<file path="src/rtl/chunk_pkg.sv">
// chunk_pkg: width rules shared by chunker and dechunker so both ends of the
// narrow link agree on chunk count and counter width.
//   cnt_w(nr)             : counter width for nr chunks per word, minimum 1 bit.
//   `CHUNK_WIDTH_CHECK    : elaboration guard; L must be a multiple of M, M < L.

`ifndef CHUNK_PKG_SV
`define CHUNK_PKG_SV

// Used inside a module body. It expands to a generate-if that stops elaboration
// on a bad L/M pair.
`define CHUNK_WIDTH_CHECK(LL, MM) \
  if ((((LL) % (MM)) != 0) || ((MM) >= (LL))) begin : g_bad_chunk_width \
    $error("chunk widths invalid: L must be a multiple of M and M < L"); \
  end

package chunk_pkg;

  function automatic int cnt_w(int nr);
    return (nr <= 2) ? 1 : $clog2(nr);
  endfunction

endpackage

`endif

</file>
<file path="src/rtl/dechunker.sv">
// dechunker: reassembles M-bit chunks, MSB chunk first, into L-bit words.
//   clk    : rising-edge clock
//   reset  : synchronous, active-high; clears q, strobe, busy and all state
//   d      : incoming chunk, used only when valid=1
//   valid  : d carries a chunk this cycle
//   align  : drop any partial word; a chunk presented on the same edge is
//            taken as chunk 0 of a new word
//   q      : last completed word, held until the next completion
//   strobe : one-cycle pulse in the cycle in which q is updated
//   busy   : a partial word is in progress (1..NR-1 chunks held)
// All outputs are registered.

module dechunker
  import chunk_pkg::*;
#(
  parameter int L = 8,
  parameter int M = 2
) (
  input  logic         clk,
  input  logic         reset,
  input  logic [M-1:0] d,
  input  logic         valid,
  input  logic         align,
  output logic [L-1:0] q,
  output logic         strobe,
  output logic         busy
);

  localparam int NR = L / M;
  localparam int CW = cnt_w(NR);
  localparam logic [CW-1:0] LAST = CW'(NR - 1);

  `CHUNK_WIDTH_CHECK(L, M)

  logic [L-1:0]  sh;
  logic [CW-1:0] cnt;
  logic [CW-1:0] cnt_nxt;
  logic [L-1:0]  sh_in;
  logic          done;

  // The shifted value is also the completed word. sh is not cleared between
  // words because NR shifts fully overwrite it before the next completion.
  assign sh_in = {sh[L-M-1:0], d};

  always_comb begin
    cnt_nxt = cnt;
    done    = 1'b0;
    if (align) begin
      // A chunk that arrives with align starts the new word.
      cnt_nxt = '0;
      if (valid) begin
        if (NR == 1) done = 1'b1;
        else         cnt_nxt = CW'(1);
      end
    end else if (valid) begin
      if (cnt == LAST) begin
        done    = 1'b1;
        cnt_nxt = '0;
      end else begin
        cnt_nxt = cnt + CW'(1);
      end
    end
  end

  always_ff @(posedge clk) begin
    if (reset) begin
      sh     <= '0;
      cnt    <= '0;
      q      <= '0;
      strobe <= 1'b0;
      busy   <= 1'b0;
    end else begin
      if (valid) sh <= sh_in;
      cnt    <= cnt_nxt;
      busy   <= (cnt_nxt != '0);   // kept in step with cnt, not decoded from it
      strobe <= done;
      if (done) q <= sh_in;
    end
  end

`ifndef SYNTHESIS
  // Back-to-back strobes are only possible when a single chunk makes a word.
  if (NR > 1) begin : g_strobe_gap
    a_no_double_strobe: assert property (@(posedge clk) disable iff (reset)
      strobe |=> !strobe);
  end
  a_idle_on_strobe: assert property (@(posedge clk) disable iff (reset)
    strobe |-> !busy);
`endif

endmodule

</file>
<file path="config.mk">
export PLATFORM = sky130hd
export DESIGN_NAME = dechunker
export DESIGN_NICKNAME = d
export VERILOG_FILES = /design/src/rtl/chunk_pkg.sv /design/src/rtl/dechunker.sv
export SDC_FILE = /design/constraint.sdc
export NUM_CORES = 1
export LEC_CHECK = 0
export BUFFER_PORTS_ARGS = -buffer_cell sky130_fd_sc_hd__buf_4
export CORE_UTILIZATION = 44
export DETAILED_ROUTE_END_ITERATION = 16
export PLACE_DENSITY = 0.79
export REMOVE_ABC_BUFFERS = 1
export SYNTH_ARGS = -nofsm -noshare
export SYNTH_HDL_FRONTEND = slang
export SYNTH_SLANG_ARGS = --single-unit
</file>
<file path="constraint.sdc">
create_clock -name clk -period 1 [get_ports clk]
set_input_delay 0.15 -clock clk [delete_from_list [all_inputs] [get_ports clk]]
set_output_delay 0.15 -clock clk [all_outputs]
set_load 0.05 [all_outputs]
</file>
### After elaboration in Yosys (flattened, before gate mapping)

Cells that the tools add are included.

| cells by class | value |
|---|---|
| $add $sub $neg | 1 |
| equality and inequality tests | 1 |
| mux-type cells | 7 |
| reductions and logical operators | 1 |

Operators by type and width:

| kind | number |
|---|---|
| $mux 2 | 3 |
| $mux 1 | 4 |
| $add 2x1->2 const B | 1 |
| $eq 2x2->1 const B | 1 |
| $reduce_bool 2->1 | 1 |

| word-level totals | value |
|---|---|
| flip-flop bits (word level) | 18 |
| bits of input ports | 6 |
| output and inout port bits | 10 |
| word-level logic and storage cells | 15 |

### Logic depth before layout (Yosys ltp)

Gate-level depths: netlist of the first run.

| depth | value |
|---|---|
| depth in word-level cells | 5 |
| depth in mapped cells | 5 |
| depth with buffers taken out | 4 |

### Worst setup path after synthesis of the first run

No wires, ideal clock.

| timing | value |
|---|---|
| kind | register -> register |
| start point | register cnt[0] |
| end point | register q[2] |
| setup time | 0.120 ns |
| arrival | 0.911 ns |
| required time | 0.880 ns |
| path slack | -0.030 ns |
| cell stages (with the launch flop) | 6 |
| clock period less this slack | 1.030 ns |
| path through | dfxtp_1 ha_1 and3b_1 buf_4 nand2_1 a21oi_1 |

| on the way | value |
|---|---|
| word-level cells in the longest chain between the ends | 4 |

RTL lines:

| item | line | RTL |
|---|---|---|
| start: declaration | dechunker.sv:36 | `logic [CW-1:0] cnt;` |
| start signal: assignment | dechunker.sv:74 | `cnt <= cnt_nxt;` |
| $eq 2x2->1 | dechunker.sv:56 | `if (cnt == LAST) begin` |
| $mux 1 | dechunker.sv:56 |  |
| $mux 1 | dechunker.sv:55 | `end else if (valid) begin` |
| $mux 1 | dechunker.sv:48 | `if (align) begin` |
| end signal: assignment | dechunker.sv:77 | `if (done) q <= sh_in;` |
| end: declaration | dechunker.sv:24 | `output logic [L-1:0] q,` |

Every way passes these cells.
A chain may end at the register's enable or synchronous reset.

### Worst setup path in the final report of the first run

Ends and elaborated chain as after synthesis.

==> impl.org, run 1 <==
** Status
- Status :: complete, but fails checks
- Failing checks :: setup timing

** Global route
- Largest net degree at the start of global routing :: 19
- For this run, the total global-route usage over all layers was measured as a little under a fifth.
- After global routing the overflow that remains totals 0.
- The first global-routing pass estimated 1940 µm of wire.
- The number of antenna violations at the first check in global routing came to 0.
- The via count of the first global-routing pass came to 457.

** STA
- Final worst slack :: -0.0610 ns
- The routed design could run at a clock period as short as 1.06 ns.
- For the pin with the worst max-slew slack, the measured transition is ~0.20 ns.
- Setup violations remaining at the end of the flow were counted as 8.
- Total count of hold-check failures in the final report :: 0
- Worst clock skew on the final layout :: between 0.0004 and 0.0005 ns
- In this run the tightest slew margin relative to its limit is between 80% and 90%.
- The number of max-slew violations in the final report is 0.
- Maximum operating frequency :: around 940 MHz
- Setup repair after global routing could not meet its margin everywhere.
- After layout, the worst path uses 106% of the clock period.

** Placed design
- Placed cell area :: about 800 µm²
- DP HPWL :: about 850 µm
- Number of buffer cells added on primary ports :: 15
- Routability-driven placement finished with a final weighted congestion of around 0.8.
- Worst Setup Slack post-DPL :: -0.153 ns

** Synthesis
- Counting flops and latches in the post-synthesis netlist gives 18.
- Fraction of the mapped netlist area in adder cells :: under 10%
- After synthesis, the netlist uses 16 different library cells.
- Measured against the total synthesized area, the mux share comes to around a tenth.
- Summing the sequential cell areas from Yosys gives between 50% and 60% of the chip area.
- Synthesis handed over a netlist of 73 instances.
- Synth Area in Compound Gates :: under 10%
- Yosys warnings :: 0
- Each instance of the synthesized netlist takes up on average between 9 and 10 µm².
- After synthesis, the largest area contributor takes up between 50% and 60% of total cell area.
- XOR/XNOR share of the synthesized area :: 0%
- The synthesized netlist occupies a cell area of 666 µm².
- After Yosys synthesis, and, or, nand and nor cells account for 20.9% of the synthesized area.
- Summed over all instances, the cell type with the most area after synthesis is dfxtp_1.
- By area the synthesized netlist is led by dfxtp_1 (54%), mux2i_1 (11%), nand2_1 (10%).
- Main combinational cell family by area after synthesis :: simple AND/OR/NAND/NOR gates

** Critical path
- Largest stage delay on the critical path :: 0.37 ns
- Worst path cell trace :: ha_4, and3b_2, nand2_1, a21oi_1
- At the worst endpoint, the required time is 1.23 ns.
- Critical path class :: flip-flop to flip-flop
- In this run the worst path has a maximum fanout of 8.
- The worst setup path is launched from a flip-flop.
- STA classifies the critical path endpoint as a flip-flop.
- Data arrival time of the worst path :: about 1.3 ns
- Crit-path slowest cell :: dfxtp_2

** Clocking
- The later pin in the worst-skew pair is clocked with a latency of around 0.29 ns.
- Clock input transition at the sequential cells of the worst setup and hold paths :: roughly 0.1 ns
- Worst-case clock buffer depth :: 2
- Hold bufs inserted after CTS :: 0
- TritonCTS created 3 clock buffers.
- In this run the number of H-tree levels came out at 1.
- Sinks on Clock Net :: 18
- TritonCTS built the clock tree.
- CTS placed an instance of clkbuf_4 at the clock tree root.

** Layout
- Total of fill cells in the finished design :: between 100 and 150
- Most common cell after layout, fill and taps aside :: nand2_1
- Of the cells placed in the final design, the portion with a size suffix greater than 1 is between 30% and 40%.
- 0 antenna diodes ended up in the layout.
- For this run, the share of the core covered by cells in the final layout is 67.0%.
- Top library cells by usage in the layout, fill and taps aside :: nand2_1 (17), dfxtp_1 (14), buf_4 (11), buf_6 (8)
- After routing the design area is between 900 and 1000 µm².
- At the end of the flow, the number of nets in the layout was 100.
- Area added between synthesis and finish :: 35.9%

** Floorplanning
- 16 I/O pins were placed.
- Y dimension of the die :: about 41 µm
- Area of the core region :: about 1400 µm²
- Die outline area :: around 1700 µm²
- For this configuration, the core starts out at a cell density of around 49%.
- The die is approximately 41 µm wide.
- The floorplan has 13 rows.

** Routing
- Detailed Route WL :: about 1300 µm
- DRC violation count after routing :: 0
- Drt via density :: about 5
- The detail route stage leaves a number of antenna-violating nets equal to 0.
- Routed wire length per instance :: approximately 12 µm
- The detailed router finished its first iteration with 6 violations.
- Before antenna repair, the detailed router went through 3 iterations.
- Routed via count :: 550

** Power and ir drop
- For this design the ratio of total power to cell area is 1420 nW/µm².
- PnR Total Power :: between 1 and 1.5 mW
- Static Leak :: roughly 0.37 nW
- Largest voltage drop on the vdd net :: 0.695 mV

** Flow run
- Max-cap violations in this run came to 0.

** Hold path
- Class of the tightest hold or removal check :: primary input to flip-flop
[stage by stage]
| step | cells | TNS (ns) | hold slack (ns) |
|---|---|---|---|
| global placement | 103 | -0.526 | 0.358 |
| finish | 107 | -0.403 | 0.0462 |
| detailed placement | 103 | -1.01 | 0.357 |
| floorplan | 69 | -0.0515 | 0.219 |
| global route | 107 | -0.949 | 0.0342 |
| CTS | 107 | -0.216 | 0.0375 |
[cells in the mapped netlist]
master,count
nor3_1,2
or2_1,1
nand2b_1,1
buf_6,1
ha_1,1
nand2_1,18
a21oi_1,10
and3b_1,1
nand3b_1,1
mux2i_1,7
buf_2,2
nor2_1,7
o21ai_0,1
or3_1,1
buf_4,1
dfxtp_1,18
[cell families after synthesis]
group / Yosys count
simple gates: 32
flops: 18
compound gates: 11
mux: 7
buf+inv: 4
fa+ha+maj: 1
[final cells by class]
class                           instances  area (µm²)  share of cell area (%)
Tap cell                               15        18.8                    2.07
Sequential cell                        18         365                    40.4
Multi-Input combinational cell         51         312                    34.4
Timing Repair Buffer                   19         173                    19.1
Clock buffer                            4        36.3                    4.01
[sequential cells by signal, indices dropped and copies added, names as in the netlist]
| register | flops |
|---|---|
| cnt | 2 |
| strobe | 1 |
| sh | 6 |
| q | 8 |
| busy | 1 |
[worst paths after layout]
check	endpoint	cells past startpoint	slack [ns]	from
setup / recovery	q[2]$_SDFFE_PP0P_	4	-0.06	cnt[0]$_SDFF_PP0_
hold / removal	cnt[1]$_SDFF_PP0_	2	0.05	align
setup reg to reg	q[2]$_SDFFE_PP0P_	4	-0.06	cnt[0]$_SDFF_PP0_
hold reg to reg	q[7]$_SDFFE_PP0P_	2	0.46	q[7]$_SDFFE_PP0P_
[layer usage]
metal  global-route usage (%)  vias to the layer above  wire length [µm]  share of wire, %
met5                        0                        -                 0                 0
met1                     19.3                      258               609                47
li1                         -                      279                 -                 -
met2                     32.0                       11               641                49
met3                     4.89                        2                33               2.5
met4                     10.0                        0                16               1.2
[where the power goes]
| group | internal (mW) | switching [mW] | total, mW |
|---|---|---|---|
| registers | 0.733 | 0.0121 | 0.745 |
| clock network | 0.222 | 0.217 | 0.439 |
| logic | 0.0475 | 0.0563 | 0.104 |
[what timing repair did]
item                                    4_1_cts  5_1_grt
hold endpoints to repair                      0        0
pin swaps                                     4        4
endpoints found under the setup margin       10       18
setup buffers                                 0        0
gates resized for setup                       7       14
[worst max-delay path: cells and delay by family, from the launching register on]
family | cells | cell delay, ns
and+or+nand+nor | 2 | 0.37
adders and majority gates | 1 | 0.15
AOI/OAI and AO/OA | 1 | 0.12
DFF | 1 | 0.37
(Power assumes the default switching activity.)
==> inputs of run 2 (changes only) <==
==> constraint.sdc (replaced) <==
create_clock -name clk -period 1 [get_ports clk]
set_input_delay 0.1 -clock clk [delete_from_list [all_inputs] [get_ports clk]]
set_output_delay 0.1 -clock clk [all_outputs]
set_load 0.05 [all_outputs]
==> impl.org, run 2 (synthesized netlist as in run 1, its figures left out) <==
** Clocking
- Clock latency on the worst-skew pair, taken at its later pin, is between 0.2 and 0.3 ns.
- The cell sitting at the root of the clock tree is a clkbuf_4.
- The tree built by TritonCTS fans out to 18 sinks.
- No sink is reached through more buffers than the 2 on the longest clock path.
- CTS built an H-tree with a depth of 1.
- In this run, CTS created clock tree buffers numbering 3.
- After clock tree synthesis, the clock-pin slew on the worst setup and hold paths is roughly 0.10 ns.
- CTS tree :: built

** Global route
- Global-route wire length before repair :: approximately 2000 µm
- Across every metal layer, demand over resource in global routing totals between 10% and 20%.
- The via count of the first global-routing pass came to between 400 and 500.
- Antenna violations before repair :: 0
- The total overflow left after global routing is 0.
- Entering global routing, the biggest net connects 19 pins.

** Power and ir drop
- For this design the static power due to leakage is about 0.37 nW.
- Share of total power in combinational logic :: about 8%
- PnR Total Power :: between 1 and 1.5 mW
- In this run switching power makes up between 20 and 25% of total power.
- Across the VDD grid, the largest voltage drop is just over 0.9 mV.
- Power Density :: between 1000 and 1500 nW/µm²
- Sequential cells burn between 50% and 60% of the power.
- Summed over all nets, the switching power comes to around 0.28 mW.
- Cell internal power was estimated by the tool at between 1 and 1.5 mW.
- The clock network accounts for roughly a third of the total power.

** Floorplanning
- The die is 40.9 µm tall.
- Row generation in the floorplan step produced 13 rows.
- Pin placement for this block handled 16 I/O pins.
- Measured along the x axis, the die boundary spans 40.9 µm.
- Area of the core region :: between 1000 and 1500 µm²
- Die outline area :: approximately 1700 µm²
- Once the floorplan was initialized, standard cells occupied 49.3% of the core.

** Status
- The run finished, with violations left.
- Failing checks :: setup timing

** Routing
- After detailed routing, the number of remaining DRC violations is 0.
- First-iteration detailed-routing DRC count :: 11
- Routed via count :: between 500 and 600
- Dividing the detail-routed via count by the number of cells gives roughly 5.2.
- After detailed routing, the total wire length is 1360 µm.
- After detailed routing, the average wire length per cell comes to between 10 and 15 µm.
- The count of nets left with antenna violations once routing finished came out at 0.
- The first detailed-routing pass ran for 4 iterations.

** STA
- Setup violations remaining at the end of the flow were counted as 8.
- The count of endpoints failing hold in the final timing report is 0.
- For this run, the top clock speed supported by timing is between 900 and 1000 MHz.
- Between clock sinks in the finished design, the worst skew comes to ~0.0005 ns.
- Worst-Margin Slew :: 0.202 ns
- The number of max-slew violations in the final report was 0.
- In this run the tightest slew margin relative to its limit is 86.5%.
- Setup repair after global routing could not meet its margin everywhere.
- Across all setup checks in the final design, the least slack found is -0.0711 ns.
- Final period demand of the worst path :: around 1.1 ns
- After layout, the worst path uses 107% of the clock period.

** Placed design
- Input and output buffers added on the ports amount to 15.
- # placed instances :: roughly 100
- After legalization and detailed placement, the total HPWL measured about 900 µm.
- At the end of routability-driven placement, the weighted congestion stood at 0.785.
- Timing analysis after detailed placement gives a worst setup slack of -0.172 ns.

** Layout
- The top cell types in the final layout, fill and taps aside, are buf_4 (19), nand2_1 (17), dfxtp_1 (16), nor2_1 (7), mux2i_1 (7).
- Max reg flops :: 8
- Largest registers :: q: 8 flops, sh: 6 flops, cnt: 2 flops
- Of the cells placed in the final design, the portion with a size suffix greater than 1 is ~34%.
- Most common cell after layout, fill and taps aside :: buf_4
- Area added between synthesis and finish :: 32.0%
- Total of fill cells in the finished design :: ~120
- For this run, the post-layout net count is ~100.
- The number of antenna diodes in the final layout is 0.
- The count of cells in the finished layout, fillers not included, comes to approximately 110.
- Ranked by flip-flop count, first place goes to q.
- For this run, the share of the core covered by cells in the final layout is around two thirds.

** Critical path
- STA classifies the critical path startpoint as a flip-flop.
- Counting both buffers and inverters, the worst setup path holds a total of 0.
- Crit path capture type :: flip-flop
- At the worst endpoint, the required time is around 1.2 ns.
- Critical path class :: flip-flop to flip-flop
- Crit-path slowest cell :: dfxtp_2
- Data arrival time of the worst path :: 1.30 ns
- Worst path cell trace :: ha_4, and3b_2, nand2_1, a21oi_2
- Top delay family on crit path :: simple AND/OR/NAND/NOR gates
- In this run the worst path has a maximum fanout of 8.
- Largest stage delay on the critical path :: 0.36 ns

** Flow run
- Maximum capacitance violations :: 0

** Hold path
- Class of the tightest hold or removal check :: primary input to flip-flop
==> run 2: repair_timing <==
item | 4_1_cts | 5_1_grt
gates cloned | 0 | 0
pin swaps | 4 | 1
setup buffers | 0 | 0
resized for setup | 7 | 3
hold buffers | 1 | 0
endpoints found under the hold margin | 2 | 0
setup endpoints to repair | 8 | 10
==> run 2: power groups by stage <==
stage               registers [mW]  logic [mW]  clock network (mW)
finish                       0.745       0.105               0.439
global route                 0.747       0.117               0.480
CTS                          0.744       0.103               0.443
detailed placement           0.758      0.0976                   0
global placement             0.756      0.0957                   0
floorplan                    0.767      0.0315                   0
==> run 2: area by class of cell <==
cell class                      instances  area [µm²]  area share, %
Tap cell                               15        18.8           2.14
Clock buffer                            4        36.3           4.13
Multi-Input combinational cell         51         308           35.0
Timing Repair Buffer                   20         153           17.4
Sequential cell                        18         363           41.3
==> run 2: worst min-delay path: stages <==
cell	delay, ns
buf_4	0.08
mux2i_1	0.06
nor2_1	0.07
==> run 2: worst paths after layout <==
| kind | start | depth (start not counted) | end | slack (ns) |
|---|---|---|---|---|
| worst max-delay path | cnt[0]$_SDFF_PP0_ | 4 | q[1]$_SDFFE_PP0P_ | -0.07 |
| worst min-delay path | d[1] | 3 | sh[1]$_SDFFE_PP0P_ | 0.06 |
| worst max register to register | cnt[0]$_SDFF_PP0_ | 4 | q[1]$_SDFFE_PP0P_ | -0.07 |
| worst min register to register | q[3]$_SDFFE_PP0P_ | 2 | q[3]$_SDFFE_PP0P_ | 0.46 |
==> run 2: per-stage QoR <==
step / cell area (µm²) / hold slack (ns) / TNS, ns
2_1_floorplan: 637 / 0.169 / -0.0515
3_3_place_gp: 798 / 0.310 / -0.551
3_5_place_dp: 798 / 0.311 / -1.12
4_1_cts: 867 / 0.0611 / -0.302
5_1_grt: 878 / 0.0709 / -0.751
6_report: 878 / 0.0554 / -0.313
==> run 2: metal layers <==
metal  vias to the layer above  share of wire [%]  wire length [µm]  GRT usage, %
met2                        12                 51               692          31.3
met1                       269                 43               584          22.4
met3                         2                3.7                50          3.26
met5                         -                  0                 0             0
met4                         0                2.0                27          15.0
li1                        281                  -                 -             -
==> inputs of run 3 (changes only) <==
--- a/config.mk
+++ b/config.mk
@@ -6,10 +6,12 @@
 export NUM_CORES = 1
 export LEC_CHECK = 0
 export BUFFER_PORTS_ARGS = -buffer_cell sky130_fd_sc_hd__buf_4
-export CORE_UTILIZATION = 44
+export CAP_MARGIN = 10
+export CORE_UTILIZATION = 40
 export DETAILED_ROUTE_END_ITERATION = 16
-export PLACE_DENSITY = 0.79
+export PLACE_DENSITY = 0.74
 export REMOVE_ABC_BUFFERS = 1
+export SKIP_CTS_REPAIR_TIMING = 1
 export SYNTH_ARGS = -nofsm -noshare
 export SYNTH_HDL_FRONTEND = slang
 export SYNTH_SLANG_ARGS = --single-unit
==> impl.org, run 3 (synthesized netlist as in run 1, its figures left out) <==
** Status
- Status :: complete, but fails checks
- Failing checks :: setup timing

** Layout
- The register with the most flip-flops in the layout has 8 of them.
- The area growth from synthesis to layout is 33.6%.
- Share of post-route cells with drive strength above 1 :: between 30% and 40%
- Count of placed standard cells in the final layout, fillers left out :: 110
- Top library cells by usage in the layout, fill and taps aside :: buf_4 (19), nand2_1 (17), dfxtp_1 (16), nor2_1 (7), mux2i_1 (7)
- The finished cells cover roughly 900 µm².
- Largest reg by FF count :: q
- Post-route core utilization :: 58.4%
- After the last flow step, the layout net total stands at just over 100.
- Largest registers :: q: 8 flops, sh: 6 flops, cnt: 2 flops
- 0 antenna diodes ended up in the layout.
- Most common cell after layout, fill and taps aside :: buf_4

** Global route
- All-layer global routing usage :: between 10% and 20%
- Largest net degree at the start of global routing :: 19
- Global-route wire length before repair :: about 1900 µm
- The via count of the first global-routing pass was between 400 and 500.
- The number of antenna violations at the first check in global routing came to 0.
- Total grt overflow :: 0

** Floorplanning
- In this run the horizontal extent of the chip is 42.8 µm.
- The region available for standard cell placement spans between 1500 and 2000 µm².
- Pin placement for this block handled 16 I/O pins.
- The initial utilization of the core area, before any placement, comes to a little over two fifths.
- Y dimension of the die :: around 43 µm
- In this run the core area contains 14 standard-cell rows.
- Die outline area :: 1830 µm²

** Critical path
- Crit Reg-Reg Startpoint :: cnt[0]$_SDFF_PP0_
- STA puts the critical path data arrival time at approximately 1.3 ns.
- Critical path peak fanout :: 8
- Crit path capture type :: flip-flop
- Tracing the worst setup path back leads to its startpoint at cnt[0]$_SDFF_PP0_.
- Crit path required time :: around 1.2 ns
- By startpoint and endpoint, the worst setup path is classified as flip-flop to flip-flop.
- The worst setup path is launched from a flip-flop.

** STA
- In the post-route analysis, the smallest setup slack over all paths is -0.0391 ns.
- Worst clock skew on the final layout :: roughly 0.0013 ns
- The tightest hold path in the finished design has a slack of between 0.05 and 0.06 ns.
- Final period demand of the worst path :: roughly 1.0 ns
- Portion of the clock cycle consumed by the worst path in the final layout :: 104%
- For the pin with the worst max-slew slack, the measured transition is between 0.15 and 0.2 ns.
- Unrepaired setup endpoints after global routing :: yes
- Setup violations remaining at the end of the flow were counted as 8.
- Derived from the worst setup path, the maximum achievable clock frequency is between 900 and 1000 MHz.
- Measured against its own limit, the worst slew margin works out to approximately 89%.
- The number of max-slew violations in the final report was 0.
- Total count of hold-check failures in the final report :: 0

** Clocking
- Latest clock arrival within the worst-skew pair :: 0.28 ns
- Clock input transition at the sequential cells of the worst setup and hold paths :: roughly 0.090 ns
- Clock tree root driver cell :: clkbuf_4
- The tree built by TritonCTS fans out to 18 sinks.
- Counting the buffers created by CTS gives 3.
- CTS H-tree lvls :: 1
- The clock passes through at most 2 buffers.
- TritonCTS built the clock tree.

** Routing
- First-iteration detailed-routing DRC count :: 7
- Routed via count :: around 560
- After detailed routing, the number of remaining DRC violations is 0.
- Before antenna repair, the detailed router went through 4 iterations.
- Detailed Route WL :: roughly 1200 µm
- In the final routed layout, each cell accounts on average for between 10 and 15 µm.
- The count of nets left with antenna violations once routing finished came out at 0.
- Drt via density :: between 5 and 6

** Placed design
- DP HPWL :: between 800 and 900 µm
- In this run the cell area measured after placement is about 800 µm².
- In this run the tool buffered the top-level ports with 15 buffer cells.
- Weighted congestion reported at the end of routability-driven placement :: 0.724
- # placed instances :: roughly 100

** Power and ir drop
- Largest voltage drop on the vdd net :: around 0.95 mV
- Power Density :: between 1000 and 1500 nW/µm²
- For this design the static power due to leakage is ~0.37 nW.

** Hold path
- The min-delay analysis places its worst path in the category primary input to flip-flop.
- The worst hold path begins at d[0].

** Flow run
- Maximum capacitance violations :: 0
run 3: changes by cell type in the layout (fill, tap and decap cells not counted):
cell,change
dlygate4sd3_1,+1
run 3: area by class of cell:
class | count | area, µm²
multi-input combinational | 51 | 308
sequential | 18 | 363
timing repair buffer | 21 | 163
clock buffer | 4 | 36.3
tap | 16 | 20.0
fill | 147 | 634
run 3: final timing paths:
check,to,depth (start not counted),slack [ns]
max,q[3]$_SDFFE_PP0P_,4,-0.04
min,sh[0]$_SDFFE_PP0P_,3,0.05
max reg2reg,q[3]$_SDFFE_PP0P_,4,-0.04
min reg2reg,q[7]$_SDFFE_PP0P_,2,0.46
run 3: routing by layer:
layer | track usage [%] | up-vias | routed length [µm]
met5 | 0 | - | 0
met4 | 7.50 | 0 | 10
met2 | 23.0 | 10 | 672
met3 | 6.38 | 2 | 41
li1 | - | 284 | -
met1 | 14.9 | 267 | 510
run 3: critical path, cell delays in order, from the launching register on:
cell     delay (ns)
dfxtp_2        0.36
ha_4           0.14
and3b_2        0.28
nand2_1        0.07
a21oi_1        0.12
run 3: per-stage QoR:
step           TNS [ns]  setup WS, ns  power (mW)
2_1_floorplan   -0.0515      -0.00644       0.799
3_3_place_gp     -0.527       -0.0757       0.852
3_5_place_dp     -0.943        -0.136       0.855
4_1_cts           -1.12        -0.157        1.28
5_1_grt          -0.655       -0.0851        1.35
6_report         -0.212       -0.0391        1.28
run 3: where the power goes:
group / leakage (nW) / internal (mW) / switching [mW]
clock network: 0.0210 / 0.222 / 0.206
logic: 0.202 / 0.0518 / 0.0559
registers: 0.147 / 0.733 / 0.0108
